`src/rtl/alu_op_sequencer_pkg.sv`:
```
// Shared types and helpers for the ALU operation sequencer.
package alu_seq_pkg;

  typedef enum logic [1:0] {
    IDLE  = 2'd0,
    DRIVE = 2'd1,
    RESP  = 2'd2
  } seq_state_e;

  localparam logic [2:0] OP_MUL = 3'b111;

  // Multiply needs a longer settle window than the other ALU ops.
  function automatic int unsigned settle_cycles(input logic [2:0] op,
                                                input int unsigned settle,
                                                input int unsigned mul_settle);
    return (op == OP_MUL) ? mul_settle : settle;
  endfunction

endpackage

```
`src/rtl/alu_op_sequencer_if.sv`:
```
// Command, response and ALU-side bundle for the ALU operation sequencer.
// master = requester/consumer plus ALU datapath, slave = the sequencer.
interface alu_op_sequencer_if #(
  parameter int WIDTH = 4,
  parameter int DEPTH = 4
);
  localparam int CNT_W = $clog2(DEPTH) + 1;

  logic               cmd_valid;
  logic               cmd_ready;
  logic [2:0]         cmd_op;
  logic [WIDTH-1:0]   cmd_a;
  logic [WIDTH-1:0]   cmd_b;

  logic               alu_L;
  logic               alu_M;
  logic               alu_N;
  logic [WIDTH-1:0]   alu_A;
  logic [WIDTH-1:0]   alu_B;
  logic [2*WIDTH-1:0] alu_result;

  logic               rsp_valid;
  logic               rsp_ready;
  logic [2:0]         rsp_op;
  logic [2*WIDTH-1:0] rsp_result;

  logic               busy;
  logic [CNT_W-1:0]   fifo_count;

  modport master (
    output cmd_valid, cmd_op, cmd_a, cmd_b, rsp_ready, alu_result,
    input  cmd_ready, alu_L, alu_M, alu_N, alu_A, alu_B,
           rsp_valid, rsp_op, rsp_result, busy, fifo_count
  );

  modport slave (
    input  cmd_valid, cmd_op, cmd_a, cmd_b, rsp_ready, alu_result,
    output cmd_ready, alu_L, alu_M, alu_N, alu_A, alu_B,
           rsp_valid, rsp_op, rsp_result, busy, fifo_count
  );

endinterface

```
`src/rtl/alu_op_sequencer_fifo.sv`:
```
// Command queue: DEPTH-entry synchronous FIFO with registered occupancy.
// Read data is the current head, valid whenever empty is low.
module alu_seq_fifo #(
  parameter int DW    = 11,
  parameter int DEPTH = 4
) (
  input  logic                       clk,
  input  logic                       reset,
  input  logic                       push,
  input  logic [DW-1:0]              push_data,
  input  logic                       pop,
  output logic [DW-1:0]              pop_data,
  output logic                       full,
  output logic                       empty,
  output logic [$clog2(DEPTH):0]     count
);
  localparam int AW = $clog2(DEPTH);

  logic [DW-1:0] mem [DEPTH];
  logic [AW-1:0] wr_ptr;
  logic [AW-1:0] rd_ptr;

  assign full     = (count == (AW+1)'(DEPTH));
  assign empty    = (count == '0);
  assign pop_data = mem[rd_ptr];

  // Storage array; contents need no reset since count gates visibility.
  always_ff @(posedge clk) begin
    if (push) mem[wr_ptr] <= push_data;
  end

  // Pointers wrap naturally because DEPTH is a power of two.
  always_ff @(posedge clk or posedge reset) begin
    if (reset) begin
      wr_ptr <= '0;
      rd_ptr <= '0;
      count  <= '0;
    end else begin
      if (push) wr_ptr <= wr_ptr + 1'b1;
      if (pop)  rd_ptr <= rd_ptr + 1'b1;
      case ({push, pop})
        2'b10:   count <= count + 1'b1;
        2'b01:   count <= count - 1'b1;
        default: count <= count;
      endcase
    end
  end

endmodule

```
`src/rtl/alu_op_sequencer.sv`:
```
// Issue-side driver for the combinational ALU: queues requests, holds each
// one on the ALU inputs for its settle window, then returns the captured
// result on a valid/ready response channel.
//
// state | meaning
// IDLE  | no op in flight; ALU inputs parked at zero
// DRIVE | ALU inputs held, settle counter running down
// RESP  | result captured, waiting for rsp_ready
module alu_op_sequencer
  import alu_seq_pkg::*;
#(
  parameter int WIDTH      = 4,
  parameter int DEPTH      = 4,
  parameter int SETTLE     = 1,
  parameter int MUL_SETTLE = 4
) (
  input logic              clk,
  input logic              reset,
  alu_op_sequencer_if.slave bus
);
  localparam int EW = 3 + 2 * WIDTH;
  localparam int CW = $clog2(MUL_SETTLE) + 1;

  seq_state_e         state;
  logic [CW-1:0]      cnt;
  logic [2:0]         alu_op;
  logic [WIDTH-1:0]   alu_a;
  logic [WIDTH-1:0]   alu_b;
  logic               rsp_valid;
  logic [2:0]         rsp_op;
  logic [2*WIDTH-1:0] rsp_result;
  logic               ready_en;

  logic               full;
  logic               empty;
  logic [$clog2(DEPTH):0] count;
  logic [EW-1:0]      head;
  logic [2:0]         head_op;
  logic [WIDTH-1:0]   head_a;
  logic [WIDTH-1:0]   head_b;
  logic               push;
  logic               pop;
  logic [CW-1:0]      head_cnt;

  assign head_op  = head[EW-1 -: 3];
  assign head_a   = head[2*WIDTH-1 -: WIDTH];
  assign head_b   = head[WIDTH-1:0];
  assign head_cnt = CW'(settle_cycles(head_op, SETTLE, MUL_SETTLE) - 1);

  // Full blocks acceptance even when a pop lands in the same cycle.
  assign bus.cmd_ready = ready_en & ~full;
  assign push = bus.cmd_valid & bus.cmd_ready;
  assign pop  = ~empty & ((state == IDLE) | ((state == RESP) & bus.rsp_ready));

  alu_seq_fifo #(
    .DW   (EW),
    .DEPTH(DEPTH)
  ) u_fifo (
    .clk      (clk),
    .reset    (reset),
    .push     (push),
    .push_data({bus.cmd_op, bus.cmd_a, bus.cmd_b}),
    .pop      (pop),
    .pop_data (head),
    .full     (full),
    .empty    (empty),
    .count    (count)
  );

  // Keeps cmd_ready low during reset and until the first clock after release.
  always_ff @(posedge clk or posedge reset) begin
    if (reset) ready_en <= 1'b0;
    else       ready_en <= 1'b1;
  end

  // Sequencing FSM with registered ALU drive and response outputs.
  always_ff @(posedge clk or posedge reset) begin
    if (reset) begin
      state      <= IDLE;
      cnt        <= '0;
      alu_op     <= '0;
      alu_a      <= '0;
      alu_b      <= '0;
      rsp_valid  <= 1'b0;
      rsp_op     <= '0;
      rsp_result <= '0;
    end else begin
      case (state)
        IDLE: begin
          if (pop) begin
            alu_op <= head_op;
            alu_a  <= head_a;
            alu_b  <= head_b;
            cnt    <= head_cnt;
            state  <= DRIVE;
          end else begin
            alu_op <= '0;
            alu_a  <= '0;
            alu_b  <= '0;
          end
        end
        DRIVE: begin
          if (cnt == '0) begin
            rsp_valid <= 1'b1;
            rsp_op    <= alu_op;
            // Upper half is only meaningful for multiply.
            if (alu_op == OP_MUL) rsp_result <= bus.alu_result;
            else rsp_result <= {{WIDTH{1'b0}}, bus.alu_result[WIDTH-1:0]};
            state <= RESP;
          end else begin
            cnt <= cnt - 1'b1;
          end
        end
        RESP: begin
          if (bus.rsp_ready) begin
            rsp_valid <= 1'b0;
            if (pop) begin
              alu_op <= head_op;
              alu_a  <= head_a;
              alu_b  <= head_b;
              cnt    <= head_cnt;
              state  <= DRIVE;
            end else begin
              alu_op <= '0;
              alu_a  <= '0;
              alu_b  <= '0;
              state  <= IDLE;
            end
          end
        end
        default: state <= IDLE;
      endcase
    end
  end

  assign bus.alu_L      = alu_op[2];
  assign bus.alu_M      = alu_op[1];
  assign bus.alu_N      = alu_op[0];
  assign bus.alu_A      = alu_a;
  assign bus.alu_B      = alu_b;
  assign bus.rsp_valid  = rsp_valid;
  assign bus.rsp_op     = rsp_op;
  assign bus.rsp_result = rsp_result;
  assign bus.busy       = (state != IDLE) | ~empty;
  assign bus.fifo_count = count;

endmodule

```
`src/flat_wrapper.sv`:
```
// flat-port wrapper written by rule: the top's interface ports become plain ports
module alu_op_sequencer_flat import alu_seq_pkg::*;
#(
  parameter int WIDTH      = 4,
  parameter int DEPTH      = 4,
  parameter int SETTLE     = 1,
  parameter int MUL_SETTLE = 4
)
  (clk, reset, bus_cmd_valid, bus_cmd_op, bus_cmd_a, bus_cmd_b, bus_rsp_ready, bus_alu_result, bus_cmd_ready, bus_alu_L, bus_alu_M, bus_alu_N, bus_alu_A, bus_alu_B, bus_rsp_valid, bus_rsp_op, bus_rsp_result, bus_busy, bus_fifo_count);
  alu_op_sequencer_if #(.WIDTH(WIDTH), .DEPTH(DEPTH)) bus_i ();
  input logic clk;
  input logic reset;
  input wire logic [$bits(bus_i.cmd_valid)-1:0] bus_cmd_valid;
  input wire logic [$bits(bus_i.cmd_op)-1:0] bus_cmd_op;
  input wire logic [$bits(bus_i.cmd_a)-1:0] bus_cmd_a;
  input wire logic [$bits(bus_i.cmd_b)-1:0] bus_cmd_b;
  input wire logic [$bits(bus_i.rsp_ready)-1:0] bus_rsp_ready;
  input wire logic [$bits(bus_i.alu_result)-1:0] bus_alu_result;
  output wire logic [$bits(bus_i.cmd_ready)-1:0] bus_cmd_ready;
  output wire logic [$bits(bus_i.alu_L)-1:0] bus_alu_L;
  output wire logic [$bits(bus_i.alu_M)-1:0] bus_alu_M;
  output wire logic [$bits(bus_i.alu_N)-1:0] bus_alu_N;
  output wire logic [$bits(bus_i.alu_A)-1:0] bus_alu_A;
  output wire logic [$bits(bus_i.alu_B)-1:0] bus_alu_B;
  output wire logic [$bits(bus_i.rsp_valid)-1:0] bus_rsp_valid;
  output wire logic [$bits(bus_i.rsp_op)-1:0] bus_rsp_op;
  output wire logic [$bits(bus_i.rsp_result)-1:0] bus_rsp_result;
  output wire logic [$bits(bus_i.busy)-1:0] bus_busy;
  output wire logic [$bits(bus_i.fifo_count)-1:0] bus_fifo_count;
  assign bus_i.cmd_valid = bus_cmd_valid;
  assign bus_i.cmd_op = bus_cmd_op;
  assign bus_i.cmd_a = bus_cmd_a;
  assign bus_i.cmd_b = bus_cmd_b;
  assign bus_i.rsp_ready = bus_rsp_ready;
  assign bus_i.alu_result = bus_alu_result;
  assign bus_cmd_ready = bus_i.cmd_ready;
  assign bus_alu_L = bus_i.alu_L;
  assign bus_alu_M = bus_i.alu_M;
  assign bus_alu_N = bus_i.alu_N;
  assign bus_alu_A = bus_i.alu_A;
  assign bus_alu_B = bus_i.alu_B;
  assign bus_rsp_valid = bus_i.rsp_valid;
  assign bus_rsp_op = bus_i.rsp_op;
  assign bus_rsp_result = bus_i.rsp_result;
  assign bus_busy = bus_i.busy;
  assign bus_fifo_count = bus_i.fifo_count;
  alu_op_sequencer #(.WIDTH(WIDTH), .DEPTH(DEPTH), .SETTLE(SETTLE), .MUL_SETTLE(MUL_SETTLE)) u_core (.clk(clk), .reset(reset), .bus(bus_i));
endmodule
```
`config.mk`:
```
export PLATFORM = sky130hd
export DESIGN_NAME = alu_op_sequencer_flat
export DESIGN_NICKNAME = d
export VERILOG_FILES = /design/src/rtl/alu_op_sequencer_pkg.sv /design/src/rtl/alu_op_sequencer_if.sv /design/src/rtl/alu_op_sequencer_fifo.sv /design/src/rtl/alu_op_sequencer.sv /design/src/flat_wrapper.sv
export SDC_FILE = /design/constraint.sdc
export NUM_CORES = 1
export LEC_CHECK = 0
export ABC_CLOCK_PERIOD_IN_PS = 5200
export CAP_MARGIN = 40
export CORE_ASPECT_RATIO = 0.7
export CORE_MARGIN = 5
export CORE_UTILIZATION = 57
export CTS_CLUSTER_SIZE = 40
export DETAILED_ROUTE_END_ITERATION = 6
export PLACE_DENSITY = 0.91
export REMOVE_ABC_BUFFERS = 1
export SETUP_SLACK_MARGIN = 0.15
export SYNTH_ARGS = -nofsm -noshare
export SYNTH_HDL_FRONTEND = slang
export SYNTH_SLANG_ARGS = --single-unit
```
`constraint.sdc`:
```
create_clock -name clk -period 5.2 [get_ports clk]
set_input_delay 0.78 -clock clk [delete_from_list [all_inputs] [get_ports clk]]
set_output_delay 0.78 -clock clk [all_outputs]
set_load 0.01 [all_outputs]
```
==> reports/results.txt <==
final hold viol count -> 0
CP Data Arrival Time -> 1.92 ns
Slew HR -> 51.9%
largest net degree at the start of global routing -> 37
RePlAce Congestion -> 0.762
post-synth top area share -> 41.7%
worst-path fanout max -> 4
Yosys top cell by area -> edfxtp_1
Core Area -> 0.00531 mm^2
n_diodes -> 0
Hold/Removal Path Class -> reg2reg
Reg power frac -> 44.6%
Place WS -> 2.28 ns
Max Cap Viol -> 0
CTS buffer count -> 9
top-count cell post-synth -> edfxtp_1
status -> completed
post-DP HPWL -> 4130 um
clk_lat worst skew -> 0.34 ns
Crit Path Category -> reg2out
post-synthesis compound-gate area fraction -> 5.96%
first-pass GRT wire length -> 9270 um
area grow syn2layout -> 23.9%
mux cell area share after synthesis -> 11.4%
post_cts resized -> 0
Slowest-stage cell, CP -> nor3_1
Clock power frac -> 18.7%
setup TNS -> 0 ns
CP max stage delay -> 0.55 ns
area of the multi-input gates -> 888 um^2
crit end category -> output port
Reg area -> 0.00222 mm^2
vias -> 1,782
Avg Inst Size Synth -> 16.8 um^2
layout cells sized above 1 -> 15.1%
Die W -> 99.2 um
simple-gate portion of the synthesized area -> 5.64%
Synth area leaders -> edfxtp_1, dfrtp_1, mux4_2
asr flop ratio synth -> 45.0%
xor-xnor portion of the synthesized cell area -> 1.93%
# clock sinks -> 80
I/O pin total -> 51
Setup Skew -> 0.00653 ns
placed insts -> 307
CP Cell Sequence -> nor3_1, nand2_1, clkdlybuf4s50_1
FP Rows -> 22
internal power -> 1530 uW
Post-synth EDFFs -> 44
CTS tree -> done
WL/cell -> 17.7 um
die height -> 72.4 um
leak pwr -> 0.00151 uW
NumNets Final -> 276
NetSw -> 715 uW
post-synth cell types -> 32
routed wire length -> 5720 um
Final Cycle Share -> 51.9%
Min Clock Period, post-route -> 2.70 ns
flop2flop setup slack -> 2.87 ns
Final setup viols -> 0
vias per cell -> 5.52
pwr dens -> 572 mW/mm^2
adder-cell area share of the yosys netlist -> 3.00%
CTS Buffer Depth -> 2
RSZ-0062 raised after global routing -> no
post-synthesis sequential area ratio -> 70.1%
combinational power share -> 36.7%
fillers -> 318
Worst Slack Setup Final -> 2.50 ns
H-tree depth -> 3
antenna-violating nets left -> 0
Worst-path clk slew -> 0.08 ns
Sw Ratio -> 31.8%
most used flip-flop cell after synthesis -> edfxtp_1
DRT Pass-1 Iters -> 6
non-filler cells, final -> 323
Synth Instances -> 189
IO Port Bufs -> 50
Yosys warnings -> 0
# DRC -> 0
main combinational cell family by area after synthesis -> multiplexers
postcts setup bufs -> 0
CP Launch Type -> flop
Hold Buf Count CTS -> 0
synth cell count leaders -> edfxtp_1, dfrtp_1, nand2_1
flops & latches, synth -> 80
DIE AREA -> 0.00718 mm^2
Req. time, crit path -> 4.42 ns
initial cell density of the core -> 59.7%
Synth Cell Area -> 0.00317 mm^2
GRT Resource Usage Total -> 17.2%
hold_ws -> 0.499 ns
clock tree root buffer cell -> clkbuf_8
DRC marker count from the first detailed-route iteration -> 57
maximum vdd drop -> 0.274 mV
grt total ovfl -> 0
worst slew pin tran -> 0.722 ns
final max-slew violation count -> 0
FMAX -> 371 MHz
initial antenna violation count -> 0
vias in the first global route -> 1,836
-- path summary, 6_finish.rpt --
path | endpoint | cells after the start | start
max in group asynchronous | u_core.ready_en | 3 | reset
setup reg to reg | u_core.cnt[2] | 6 | u_core.u_fifo.rd_ptr[0]
setup / recovery | bus_busy | 3 | u_core.u_fifo.count[1]
min in group asynchronous | u_core.bus.rsp_op[2] | 3 | reset
hold reg to reg | u_core.bus.rsp_result[5] | 2 | u_core.bus.rsp_result[5]
hold / removal | u_core.bus.rsp_result[5] | 2 | u_core.bus.rsp_result[5]
-- through the flow --
| step | instance area, um^2 | total power, uW | util (%) |
|---|---|---|---|
| 2_1_floorplan | 3140 | 1480 | - |
| 3_3_place_gp | 3750 | 1800 | 70.6 |
| 3_5_place_dp | 3750 | 1860 | 70.6 |
| 4_1_cts | 3930 | 2280 | 74.0 |
| 5_1_grt | 3930 | 2390 | 74.0 |
| 6_report | 3930 | 2250 | 74.0 |
-- layer usage --
metal / routed length, um / vias to the layer above / GRT usage [%]
met2: 2810 / 62 / 28.2
met3: 367 / 2 / 6.72
met1: 2520 / 894 / 21.9
li1: - / 824 / -
met5: 0 / - / 0
met4: 21 / 0 / 4.39
-- worst max-delay path, delay by kind of cell (launching register included) --
family,cells,cell delay [ns]
AND/OR/NAND/NOR,2,0.66
buffers and inverters,1,0.50
flip-flops,1,0.42
-- kinds of logic after synthesis --
family          Yosys count
xor+xnor                  7
compound gates           26
simple gates             33
flops                    80
buf+inv                  15
other cells               1
fa+ha+maj                 7
mux                      20
-- state kept, by name (all words and copies together), names as in the netlist, 3 cells and up --
signal	count
u_core.u_fifo.mem	44
u_core.bus.alu_B	4
u_core.bus.rsp_result	8
u_core.bus.alu_A	4
u_core.alu_op	3
u_core.cnt	3
u_core.bus.rsp_op	3
u_core.u_fifo.count	3
-- power by group through the flow --
stage                     Combinational [uW]  Sequential, uW  Clock (uW)
final                                    825            1000         421
after floorplan                          456            1020           0
after CTS                                839            1010         432
after global routing                     900            1030         465
after detailed placement                 839            1020           0
after global placement                   797            1010           0
-- placed cells by master (no fill, tap or decap) --
cell and instances:
clkbuf_1 3, edfxtp_1 44, a22o_1 11, a31oi_1 1
a21oi_1 4, clkinv_2 1, nor3_2 2, o22ai_1 1
dfrtp_1 36, nand2_1 13, xor2_1 4, nor2b_1 1
xnor2_1 3, o21ai_0 7, nand3_1 1, inv_1 9
nor2_1 4, o32ai_2 1, nand2b_1 3, fa_1 1
and3_1 5, clkbuf_8 9, clkinvlp_4 1, clkinv_1 1
mux4_1 2, buf_4 2, and2_1 1, o21ai_2 1
nand3_2 1, mux2_4 1, mux2_2 8, bufinv_16 1
mux4_2 9, nand4_2 1, conb_1 1, nor3_1 1
clkdlybuf4s50_1 50, ha_1 6
-- cell type report --
class,count,share of cell area (%)
sequential,80,56.5
multi-input combinational,94,22.6
timing repair buffer,52,13.1
clock buffer,12,3.44
tap,72,2.29
clock inverter,4,1.18
inverter,9,0.859
Power figures use the tool's default switching activity.
